**src/rtl/id_stage_if.sv**
```systemverilog
// Fetch/execute-facing signal bundle for the decode stage.
// The master side is fetch+execute (the environment); the slave side is id_stage.
interface id_stage_if #(
    parameter int unsigned CNT_W = 16
);
    logic              if_valid_i;
    logic              if_ready_o;
    logic [31:0]       if_pc_i;
    logic [31:0]       if_instr_i;
    logic              flush_i;
    logic              id_valid_o;
    logic              id_ready_i;
    logic [31:0]       id_pc_o;
    logic [5:0]        id_opcode_o;
    logic [4:0]        id_rs_o;
    logic [4:0]        id_rt_o;
    logic [4:0]        id_wrs_o;
    logic [4:0]        id_shamt_o;
    logic [5:0]        id_funct_o;
    logic [31:0]       id_imm_o;
    logic [25:0]       id_jtarget_o;
    logic [1:0]        id_fmt_o;
    logic              id_rf_we_o;
    logic [CNT_W-1:0]  stall_cnt_o;

    modport master (
        output if_valid_i, if_pc_i, if_instr_i, flush_i, id_ready_i,
        input  if_ready_o, id_valid_o, id_pc_o, id_opcode_o, id_rs_o, id_rt_o,
               id_wrs_o, id_shamt_o, id_funct_o, id_imm_o, id_jtarget_o,
               id_fmt_o, id_rf_we_o, stall_cnt_o
    );

    modport slave (
        input  if_valid_i, if_pc_i, if_instr_i, flush_i, id_ready_i,
        output if_ready_o, id_valid_o, id_pc_o, id_opcode_o, id_rs_o, id_rt_o,
               id_wrs_o, id_shamt_o, id_funct_o, id_imm_o, id_jtarget_o,
               id_fmt_o, id_rf_we_o, stall_cnt_o
    );
endinterface

```
**src/rtl/id_stage.sv**
```systemverilog
// Decode stage: small {pc, instr} FIFO behind fetch, combinational field
// decode of the head entry, saturating back-pressure counter.
module id_stage #(
    parameter int unsigned DEPTH = 2,
    parameter int unsigned CNT_W = 16
) (
    input logic        clk,
    input logic        rst_n,
    id_stage_if.slave  bus
);
    localparam int unsigned    PTR_W = $clog2(DEPTH);
    localparam logic [PTR_W:0] FULL  = (PTR_W+1)'(DEPTH);

    logic [31:0]      r_pc_mem    [DEPTH];
    logic [31:0]      r_instr_mem [DEPTH];
    logic [PTR_W-1:0] r_wr_ptr;
    logic [PTR_W-1:0] r_rd_ptr;
    logic [PTR_W:0]   r_count;
    logic [CNT_W-1:0] r_stall_cnt;

    logic             w_full;
    logic             w_empty;
    logic             w_push;
    logic             w_pop;
    logic [31:0]      w_pc;
    logic [31:0]      w_instr;
    logic [5:0]       w_op;
    logic [1:0]       w_fmt;
    logic [4:0]       w_wrs;
    logic             w_we;
    logic [31:0]      w_imm;

    assign w_full  = (r_count == FULL);
    assign w_empty = (r_count == '0);
    assign w_push  = bus.if_valid_i && !w_full;
    assign w_pop   = !w_empty && bus.id_ready_i;

    // Entry storage; contents are don't-care until counted, so no reset
    always_ff @(posedge clk) begin
        if (w_push && !bus.flush_i) begin
            r_pc_mem[r_wr_ptr]    <= bus.if_pc_i;
            r_instr_mem[r_wr_ptr] <= bus.if_instr_i;
        end
    end

    // Pointers and occupancy; flush overrides any push/pop this cycle
    always_ff @(posedge clk or negedge rst_n) begin
        if (!rst_n) begin
            r_wr_ptr <= '0;
            r_rd_ptr <= '0;
            r_count  <= '0;
        end else if (bus.flush_i) begin
            r_wr_ptr <= '0;
            r_rd_ptr <= '0;
            r_count  <= '0;
        end else begin
            if (w_push) r_wr_ptr <= r_wr_ptr + PTR_W'(1);
            if (w_pop)  r_rd_ptr <= r_rd_ptr + PTR_W'(1);
            case ({w_push, w_pop})
                2'b10:   r_count <= r_count + (PTR_W+1)'(1);
                2'b01:   r_count <= r_count - (PTR_W+1)'(1);
                default: r_count <= r_count;
            endcase
        end
    end

    // Saturating count of cycles execute held back a valid head entry
    always_ff @(posedge clk or negedge rst_n) begin
        if (!rst_n) begin
            r_stall_cnt <= '0;
        end else if (!w_empty && !bus.id_ready_i && (r_stall_cnt != '1)) begin
            r_stall_cnt <= r_stall_cnt + CNT_W'(1);
        end
    end

    // Head-entry decode; every field reads as zero while the buffer is empty
    always_comb begin
        w_pc    = '0;
        w_instr = '0;
        w_op    = '0;
        w_fmt   = 2'b00;
        w_wrs   = '0;
        w_we    = 1'b0;
        w_imm   = '0;
        if (!w_empty) begin
            w_pc    = r_pc_mem[r_rd_ptr];
            w_instr = r_instr_mem[r_rd_ptr];
            w_op    = w_instr[31:26];
            if (w_op == 6'd0) begin
                w_fmt = 2'b00;
                w_wrs = w_instr[15:11];
            end else if (w_op == 6'd2 || w_op == 6'd3) begin
                w_fmt = 2'b10;
                w_wrs = (w_op == 6'd3) ? 5'd31 : 5'd0;
            end else begin
                w_fmt = 2'b01;
                w_wrs = w_instr[20:16];
            end
            w_we = !(w_op[5:3] == 3'b101) && !(w_op[5:2] == 4'b0001) &&
                   (w_op != 6'd1) && (w_op != 6'd2) && (w_wrs != 5'd0);
            if (w_op == 6'h0C || w_op == 6'h0D || w_op == 6'h0E)
                w_imm = {16'h0000, w_instr[15:0]};
            else
                w_imm = {{16{w_instr[15]}}, w_instr[15:0]};
        end
    end

    assign bus.if_ready_o   = !w_full;
    assign bus.id_valid_o   = !w_empty;
    assign bus.id_pc_o      = w_pc;
    assign bus.id_opcode_o  = w_op;
    assign bus.id_rs_o      = w_instr[25:21];
    assign bus.id_rt_o      = w_instr[20:16];
    assign bus.id_wrs_o     = w_wrs;
    assign bus.id_shamt_o   = w_instr[10:6];
    assign bus.id_funct_o   = w_instr[5:0];
    assign bus.id_imm_o     = w_imm;
    assign bus.id_jtarget_o = w_instr[25:0];
    assign bus.id_fmt_o     = w_fmt;
    assign bus.id_rf_we_o   = w_we;
    assign bus.stall_cnt_o  = r_stall_cnt;
endmodule

```
**src/flat_wrapper.sv**
```systemverilog
// flat-port wrapper written by rule: the top's interface ports become plain ports
module id_stage_flat 
#(
    parameter int unsigned DEPTH = 2,
    parameter int unsigned CNT_W = 16
)
  (clk, rst_n, bus_if_valid_i, bus_if_pc_i, bus_if_instr_i, bus_flush_i, bus_id_ready_i, bus_if_ready_o, bus_id_valid_o, bus_id_pc_o, bus_id_opcode_o, bus_id_rs_o, bus_id_rt_o, bus_id_wrs_o, bus_id_shamt_o, bus_id_funct_o, bus_id_imm_o, bus_id_jtarget_o, bus_id_fmt_o, bus_id_rf_we_o, bus_stall_cnt_o);
  id_stage_if #(.CNT_W(CNT_W)) bus_i ();
  input logic clk;
  input logic rst_n;
  input wire logic [$bits(bus_i.if_valid_i)-1:0] bus_if_valid_i;
  input wire logic [$bits(bus_i.if_pc_i)-1:0] bus_if_pc_i;
  input wire logic [$bits(bus_i.if_instr_i)-1:0] bus_if_instr_i;
  input wire logic [$bits(bus_i.flush_i)-1:0] bus_flush_i;
  input wire logic [$bits(bus_i.id_ready_i)-1:0] bus_id_ready_i;
  output wire logic [$bits(bus_i.if_ready_o)-1:0] bus_if_ready_o;
  output wire logic [$bits(bus_i.id_valid_o)-1:0] bus_id_valid_o;
  output wire logic [$bits(bus_i.id_pc_o)-1:0] bus_id_pc_o;
  output wire logic [$bits(bus_i.id_opcode_o)-1:0] bus_id_opcode_o;
  output wire logic [$bits(bus_i.id_rs_o)-1:0] bus_id_rs_o;
  output wire logic [$bits(bus_i.id_rt_o)-1:0] bus_id_rt_o;
  output wire logic [$bits(bus_i.id_wrs_o)-1:0] bus_id_wrs_o;
  output wire logic [$bits(bus_i.id_shamt_o)-1:0] bus_id_shamt_o;
  output wire logic [$bits(bus_i.id_funct_o)-1:0] bus_id_funct_o;
  output wire logic [$bits(bus_i.id_imm_o)-1:0] bus_id_imm_o;
  output wire logic [$bits(bus_i.id_jtarget_o)-1:0] bus_id_jtarget_o;
  output wire logic [$bits(bus_i.id_fmt_o)-1:0] bus_id_fmt_o;
  output wire logic [$bits(bus_i.id_rf_we_o)-1:0] bus_id_rf_we_o;
  output wire logic [$bits(bus_i.stall_cnt_o)-1:0] bus_stall_cnt_o;
  assign bus_i.if_valid_i = bus_if_valid_i;
  assign bus_i.if_pc_i = bus_if_pc_i;
  assign bus_i.if_instr_i = bus_if_instr_i;
  assign bus_i.flush_i = bus_flush_i;
  assign bus_i.id_ready_i = bus_id_ready_i;
  assign bus_if_ready_o = bus_i.if_ready_o;
  assign bus_id_valid_o = bus_i.id_valid_o;
  assign bus_id_pc_o = bus_i.id_pc_o;
  assign bus_id_opcode_o = bus_i.id_opcode_o;
  assign bus_id_rs_o = bus_i.id_rs_o;
  assign bus_id_rt_o = bus_i.id_rt_o;
  assign bus_id_wrs_o = bus_i.id_wrs_o;
  assign bus_id_shamt_o = bus_i.id_shamt_o;
  assign bus_id_funct_o = bus_i.id_funct_o;
  assign bus_id_imm_o = bus_i.id_imm_o;
  assign bus_id_jtarget_o = bus_i.id_jtarget_o;
  assign bus_id_fmt_o = bus_i.id_fmt_o;
  assign bus_id_rf_we_o = bus_i.id_rf_we_o;
  assign bus_stall_cnt_o = bus_i.stall_cnt_o;
  id_stage #(.DEPTH(DEPTH), .CNT_W(CNT_W)) u_core (.clk(clk), .rst_n(rst_n), .bus(bus_i));
endmodule
```
**config.mk**
```make
export PLATFORM = sky130hd
export DESIGN_NAME = id_stage_flat
export DESIGN_NICKNAME = d
export VERILOG_FILES = /design/src/rtl/id_stage_if.sv /design/src/rtl/id_stage.sv /design/src/flat_wrapper.sv
export SDC_FILE = /design/constraint.sdc
export NUM_CORES = 1
export LEC_CHECK = 0
export CAP_MARGIN = 30
export CORE_MARGIN = 4
export CORE_UTILIZATION = 42
export DETAILED_ROUTE_END_ITERATION = 8
export GPL_TIMING_DRIVEN = 1
export PLACE_DENSITY_LB_ADDON = 0.08
export SYNTH_ARGS = -nofsm -noshare
export SYNTH_HDL_FRONTEND = slang
export SYNTH_SLANG_ARGS = --single-unit
```
**constraint.sdc**
```tcl
create_clock -name clk -period 5.5 [get_ports clk]
set_clock_uncertainty 0.1 [all_clocks]
set_input_delay 1.375 -clock clk [delete_from_list [all_inputs] [get_ports clk]]
set_output_delay 1.375 -clock clk [all_outputs]
set_load 0.01 [all_outputs]
```
==> impl_metrics.ini, run 1 <==
[final_layout]
num_antenna_cells = 0
drive_gt1_share_pct = 7.49
syn2layout_area_growth_pct = 39.6
nets = 699

[clocking]
cts_tree = yes
worst_skew_pair.late_latency_ns = 0.41
h-tree-depth = 4
post_cts_buffers = 0
hold_buffers = 0
cts_buffer_depth = 2
path_clk_slew_ns = 0.06
cts.sink_count = 148
post_cts_resized = 0
cts_buffers = 17
cts_root_buf = clkbuf_16

[yosys]
synth.cell_area_um2 = 6500
avgSynthCellArea_um2 = 14.1
ys_types = 47
ys_ff_latch = 148
syn-num-nets = 532
yosysSeqAreaShare_pct = 66.8
synth_warnings = 0
syn_inst = 462

[placed_design]
hpwl_um = 9520
port-buffer-count = 211
pre_cts_slack_ns = 1.21
gp_congestion = 0.730

[sta]
grt_setup_unrepaired = false
holdWs_ns = 0.395
fin_ws_ns = 0.800
slew_viol_final = 0
relSlewSlack_pct = 48.4
finalHoldViolCount = 0
worst_pin_slew_ns = 0.774
fin_tns_setup_ns = 0
finalCriticalPeriod_ns = 4.70
fmax_mhz = 213
setup_viol = 0
min_period_over_period_pct = 85.4

[power_and_ir_drop]
ir_drop_uv = 180
swShare_pct = 22.9
finalPower_mw = 3.00
p_per_area_nw_per_um2 = 331
clock_power_share_pct = 38.8
internal_power_mw = 2.32
p_switching_mw = 0.687
leakagePower_nw = 3.11
p_comb_share_pct = 16.7
pwr-share-seq_pct = 44.5

[floorplan]
ios = 212
dieArea_um2 = 17500
coreArea_um2 = 15200
die_h_um = 132
die_x_um = 132
rows = 45
initial_core_util_pct = 42.8

[worst_setup_path]
cp-start-kind = flip-flop
regToRegSetupSlack_ns = 3.15
r2r-start = u_core.r_count[0]
crit_required_ns = 4.03
end_kind = primary output
critPathArrivalTime_ns = 3.22
ff2ff_path_depth = 4
r2r-end = u_core.r_instr_mem[1][28]
critPathKind = flip-flop to primary output
cp_max_fo = 43

[hold_path]
min_to = u_core.bus.stall_cnt_o[13]
hold_depth = 1
min_from = u_core.bus.stall_cnt_o[13]
min_path_type = flip-flop to flip-flop

[drt]
totalWireLength_um = 13900
first_pass_iters = 4
drt-initial-drc-count = 167
drc_errors = 0
ant_nets = 0
drt-vias-per-instance = 4.93
vias = 4090
drt-wirelength-per-cell_um = 16.8

[grt]
grt_pass1_vias = 4221
grt_max_degree = 71
antenna_found_initial = 2
grt_pass1_wl_um = 21900
grt_usage_pct = 16.0
overflow = 0

[job]
maxCapViolations = 0

[outcome]
status = complete, no violations
-- cells in the final DEF (no fill, tap or decap), types with 3 or more instances in the layout --
cell type / netlist / final
a21oi_1: 4 / 4
a31oi_1: 3 / 3
and2_1: 4 / 4
and3_1: 4 / 4
bufinv_16: 0 / 4
clkbuf_1: 8 / 3
clkbuf_16: 0 / 17
clkdlybuf4s50_1: 0 / 211
clkinv_1: 0 / 3
dfrtp_1: 20 / 19
edfxtp_1: 128 / 128
mux2_2: 7 / 7
mux2i_1: 60 / 60
nand2_1: 13 / 13
nand2b_1: 5 / 5
nand3_1: 8 / 8
nor2_1: 74 / 74
nor3_1: 4 / 3
o21ai_0: 4 / 4
o22ai_1: 4 / 4
o31a_1: 3 / 3
xnor2_1: 10 / 10
xor2_1: 7 / 7
-- critical path: stages (launching register included) --
cell             delay, ns
dfrtp_4               0.83
or3b_1                0.50
a22o_1                0.30
or2_4                 0.28
a221oi_2              0.30
clkdlybuf4s50_1       0.60
-- worst max-delay path by stage --
stage | from | to | slack (ns) | depth (start not counted)
floorplan | bus_if_valid_i | u_core.r_instr_mem[1][0] | 0.90 | 2
detailed placement | u_core.r_rd_ptr | bus_id_wrs_o[1] | 1.21 | 5
finish | u_core.r_rd_ptr | bus_id_wrs_o[1] | 0.80 | 5
CTS | u_core.r_rd_ptr | bus_id_wrs_o[1] | 0.76 | 5
global route | u_core.r_rd_ptr | bus_id_rf_we_o | 0.62 | 6
global placement | u_core.r_rd_ptr | bus_id_rf_we_o | 1.24 | 6
-- power by group through the flow --
stage          combinational (mW)  clock [mW]  sequential [mW]
2_1_floorplan               0.263           0             1.35
4_1_cts                     0.510        1.19             1.34
3_3_place_gp                0.505           0             1.36
3_5_place_dp                0.508           0             1.36
5_1_grt                     0.543        1.24             1.35
6_report                    0.502        1.16             1.34
-- sequential cells by signal (all words and copies together) (netlist names) --
signal                  count
u_core.r_wr_ptr             1
u_core.r_count              2
u_core.r_instr_mem         64
u_core.r_rd_ptr             1
u_core.bus.stall_cnt_o     16
u_core.r_pc_mem            64
-- synthesized netlist by cell type, drive strengths merged --
cell type	number	area share, %
and2	4	0.38
o211ai	2	0.23
nand4	2	0.19
and4	2	0.27
ha	1	0.19
nor2	75	4.4
xnor2	10	1.3
clkbuf	8	0.46
a22oi	1	0.12
nand3	8	0.62
a21oi	4	0.31
a221oi	4	1.0
mux2	7	1.2
or3	2	0.27
xor2	7	0.94
nand3b	1	0.12
or2	1	0.13
nor3b	2	0.23
o21ai	4	0.31
nor3	4	0.31
nand2b	5	0.48
or3b	2	0.27
a31oi	4	0.48
o31a	3	0.40
a32oi	1	0.13
a211oi	2	0.23
mux2i	60	9.2
dfrtp	20	7.7
or4	1	0.12
a21o	1	0.12
buf	60	6.7
a22o	1	0.13
o22ai	4	0.38
edfxtp	128	59
nand2	14	0.85
o21a	1	0.12
and3	4	0.38
inv	2	0.12
-- logic make-up (layout without fill, tap and decap cells) --
kind of cell               Yosys count  after routing  synth area share, %
xor gates and xnor gates            17             17                 2.29
and+or+nand+nor                    127            127                 8.99
DFF                                148            148                 66.8
buffers and inverters               70            249                 7.28
AOI/OAI and AO/OA                   32             32                 3.97
muxes                               67             67                 10.5
adders and majority gates            1              1                0.192
-- per-stage QoR --
| stage | utilization [%] | instances | cell area [um^2] |
|---|---|---|---|
| 6_report | 59.7 | 829 | 9080 |
| 5_1_grt | 59.7 | 829 | 9080 |
| 4_1_cts | 59.6 | 828 | 9060 |
| 3_5_place_dp | 55.7 | 797 | 8470 |
| 3_3_place_gp | 55.7 | 797 | 8470 |
| 2_1_floorplan | - | 462 | 6510 |
-- layer usage --
metal	GRT usage, %	routed length [um]
met4	4.85	137
met5	0	22
met1	19.5	5930
met3	5.80	1020
met2	26.7	6810
-- cell type report --
type	instances	area (um^2)
clock buffer	20	437
multi-input combinational	244	1710
inverter	2	7.51
clock inverter	11	160
timing repair buffer	216	2180
fill	1203	6130
tap	188	235
sequential	148	4350
(Power assumes the default switching activity.)
==> inputs of run 2 (changes only) <==
--- a/config.mk
+++ b/config.mk
@@ -11,6 +11,7 @@
 export DETAILED_ROUTE_END_ITERATION = 8
 export GPL_TIMING_DRIVEN = 1
 export PLACE_DENSITY_LB_ADDON = 0.08
+export REMOVE_ABC_BUFFERS = 1
 export SYNTH_ARGS = -nofsm -noshare
 export SYNTH_HDL_FRONTEND = slang
 export SYNTH_SLANG_ARGS = --single-unit
==> run 2 against run 1 <==
Effect of this change:
- flip-flop and latch count stayed put
- register-to-register slack is essentially flat
- clock power increased by 3%
- non-clock buffer count up 2
- die area is the same
- maximum frequency down 1.1%
- sequential power is essentially flat
- total power is 1.1% higher
- cell count rose by 0.36%
- largest power group unchanged
- utilization grew 0.082 points
==> impl_metrics.ini, run 2 (same netlist as run 1, synthesis figures left out) <==
[sta]
relSlewSlack_pct = 48.8
fmax_mhz = 211
min_period_over_period_pct = 86.4
grt_setup_unrepaired = false
finalCriticalPeriod_ns = 4.75
slew_viol_final = 0
worst_pin_slew_ns = 0.769
finalHoldViolCount = 0
setup_viol = 0
fin_tns_setup_ns = 0
fin_ws_ns = 0.750

[floorplan]
coreArea_um2 = 15200
rows = 45
ios = 212
die_h_um = 132
die_x_um = 132
initial_core_util_pct = 42.8
dieArea_um2 = 17500

[outcome]
status = complete, no violations

[power_and_ir_drop]
finalPower_mw = 3.04
leakagePower_nw = 3.13
ir_drop_uv = 191
p_per_area_nw_per_um2 = 334

[worst_setup_path]
end_kind = primary output
critPathArrivalTime_ns = 3.27
cp-start-kind = flip-flop
path_delay_family = flip-flops
cp_num_cells = 6
ff2ff_path_depth = 6
critPathKind = flip-flop to primary output
cp_max_fo = 46
crit_chain = or3b_1 > a221oi_4 > nand2_2 > a221oi_1 > a31oi_1 > clkdlybuf4s50_1
crit_path_max_incr_delay_ns = 0.91
crit_required_ns = 4.03
crit_buf_inv = 1
startpoint = u_core.r_rd_ptr
cpMaxStageDelayCell = dfrtp_4
r2r-start = u_core.r_count[1]

[drt]
drc_errors = 0
totalWireLength_um = 14300
vias = 4119
first_pass_iters = 4
drt-vias-per-instance = 4.95
ant_nets = 0
drt-initial-drc-count = 212
drt-wirelength-per-cell_um = 17.2

[grt]
antenna_found_initial = 0
overflow = 0
grt_usage_pct = 16.7
grt_max_degree = 71
grt_pass1_wl_um = 23100
grt_pass1_vias = 4422

[final_layout]
num-fill-cells = 1191
seq_area_um2 = 4350
multi_input_area_um2 = 1700
nets = 701
layout_common_cells = clkdlybuf4s50_1, edfxtp_1, nor2_1
drive_gt1_share_pct = 8.39
syn2layout_area_growth_pct = 39.8
num_antenna_cells = 0
layout_commonest_cell = clkdlybuf4s50_1

[clocking]
cts_buffers = 17
post_cts_resized = 0
cts_buffer_depth = 2
h-tree-depth = 4
cts.sink_count = 148
worst_skew_pair.late_latency_ns = 0.42
hold_buffers = 0
cts_root_buf = clkbuf_16
cts_tree = yes
post_cts_buffers = 0
path_clk_slew_ns = 0.06

[hold_path]
hold_depth = 1
min_from = u_core.bus.stall_cnt_o[7]
min_path_type = flip-flop to flip-flop

[job]
maxCapViolations = 0

[placed_design]
port-buffer-count = 211
gp_congestion = 0.778
hpwl_um = 9730
pre_cts_slack_ns = 1.15
[run 2: final timing paths]
check                                            end  slack, ns
min in group asynchronous            u_core.r_wr_ptr       1.11
min                        u_core.bus.stall_cnt_o[7]       0.40
max                                   bus_id_rf_we_o       0.75
max reg2reg                u_core.bus.stall_cnt_o[7]       3.16
min reg2reg                u_core.bus.stall_cnt_o[7]       0.40
max in group asynchronous  u_core.bus.stall_cnt_o[2]       3.81
[run 2: stage by stage]
step	cell area, um^2	instances	hold slack [ns]	util (%)
global route	9090	832	0.417	59.8
CTS	9060	831	0.403	59.6
detailed placement	8450	799	0.394	55.6
finish	9090	832	0.398	59.8
global placement	8450	799	0.379	55.6
floorplan	6030	394	0.419	-
[run 2: layout make-up]
cell class	count	share of cell area (%)
Clock inverter	13	2.01
Clock buffer	19	4.76
Inverter	2	0.0826
Tap cell	188	2.59
Sequential cell	148	47.8
Multi-Input combinational cell	244	18.7
Timing Repair Buffer	218	24.0
[run 2: metal layers]
| layer | share of wire [%] | vias up | global-route usage, % |
|---|---|---|---|
| met2 | 51 | 139 | 28.8 |
| met5 | 0 | - | 0 |
| met1 | 41 | 1989 | 19.9 |
| li1 | - | 1976 | - |
| met4 | 1.3 | 0 | 5.02 |
| met3 | 6.7 | 15 | 5.84 |
[run 2: where the power goes]
part | internal [mW] | switching, mW | leakage, nW
Combinational | 0.277 | 0.222 | 1.40
Sequential | 1.29 | 0.0546 | 1.44
Clock | 0.758 | 0.439 | 0.291
Total | 2.32 | 0.715 | 3.13
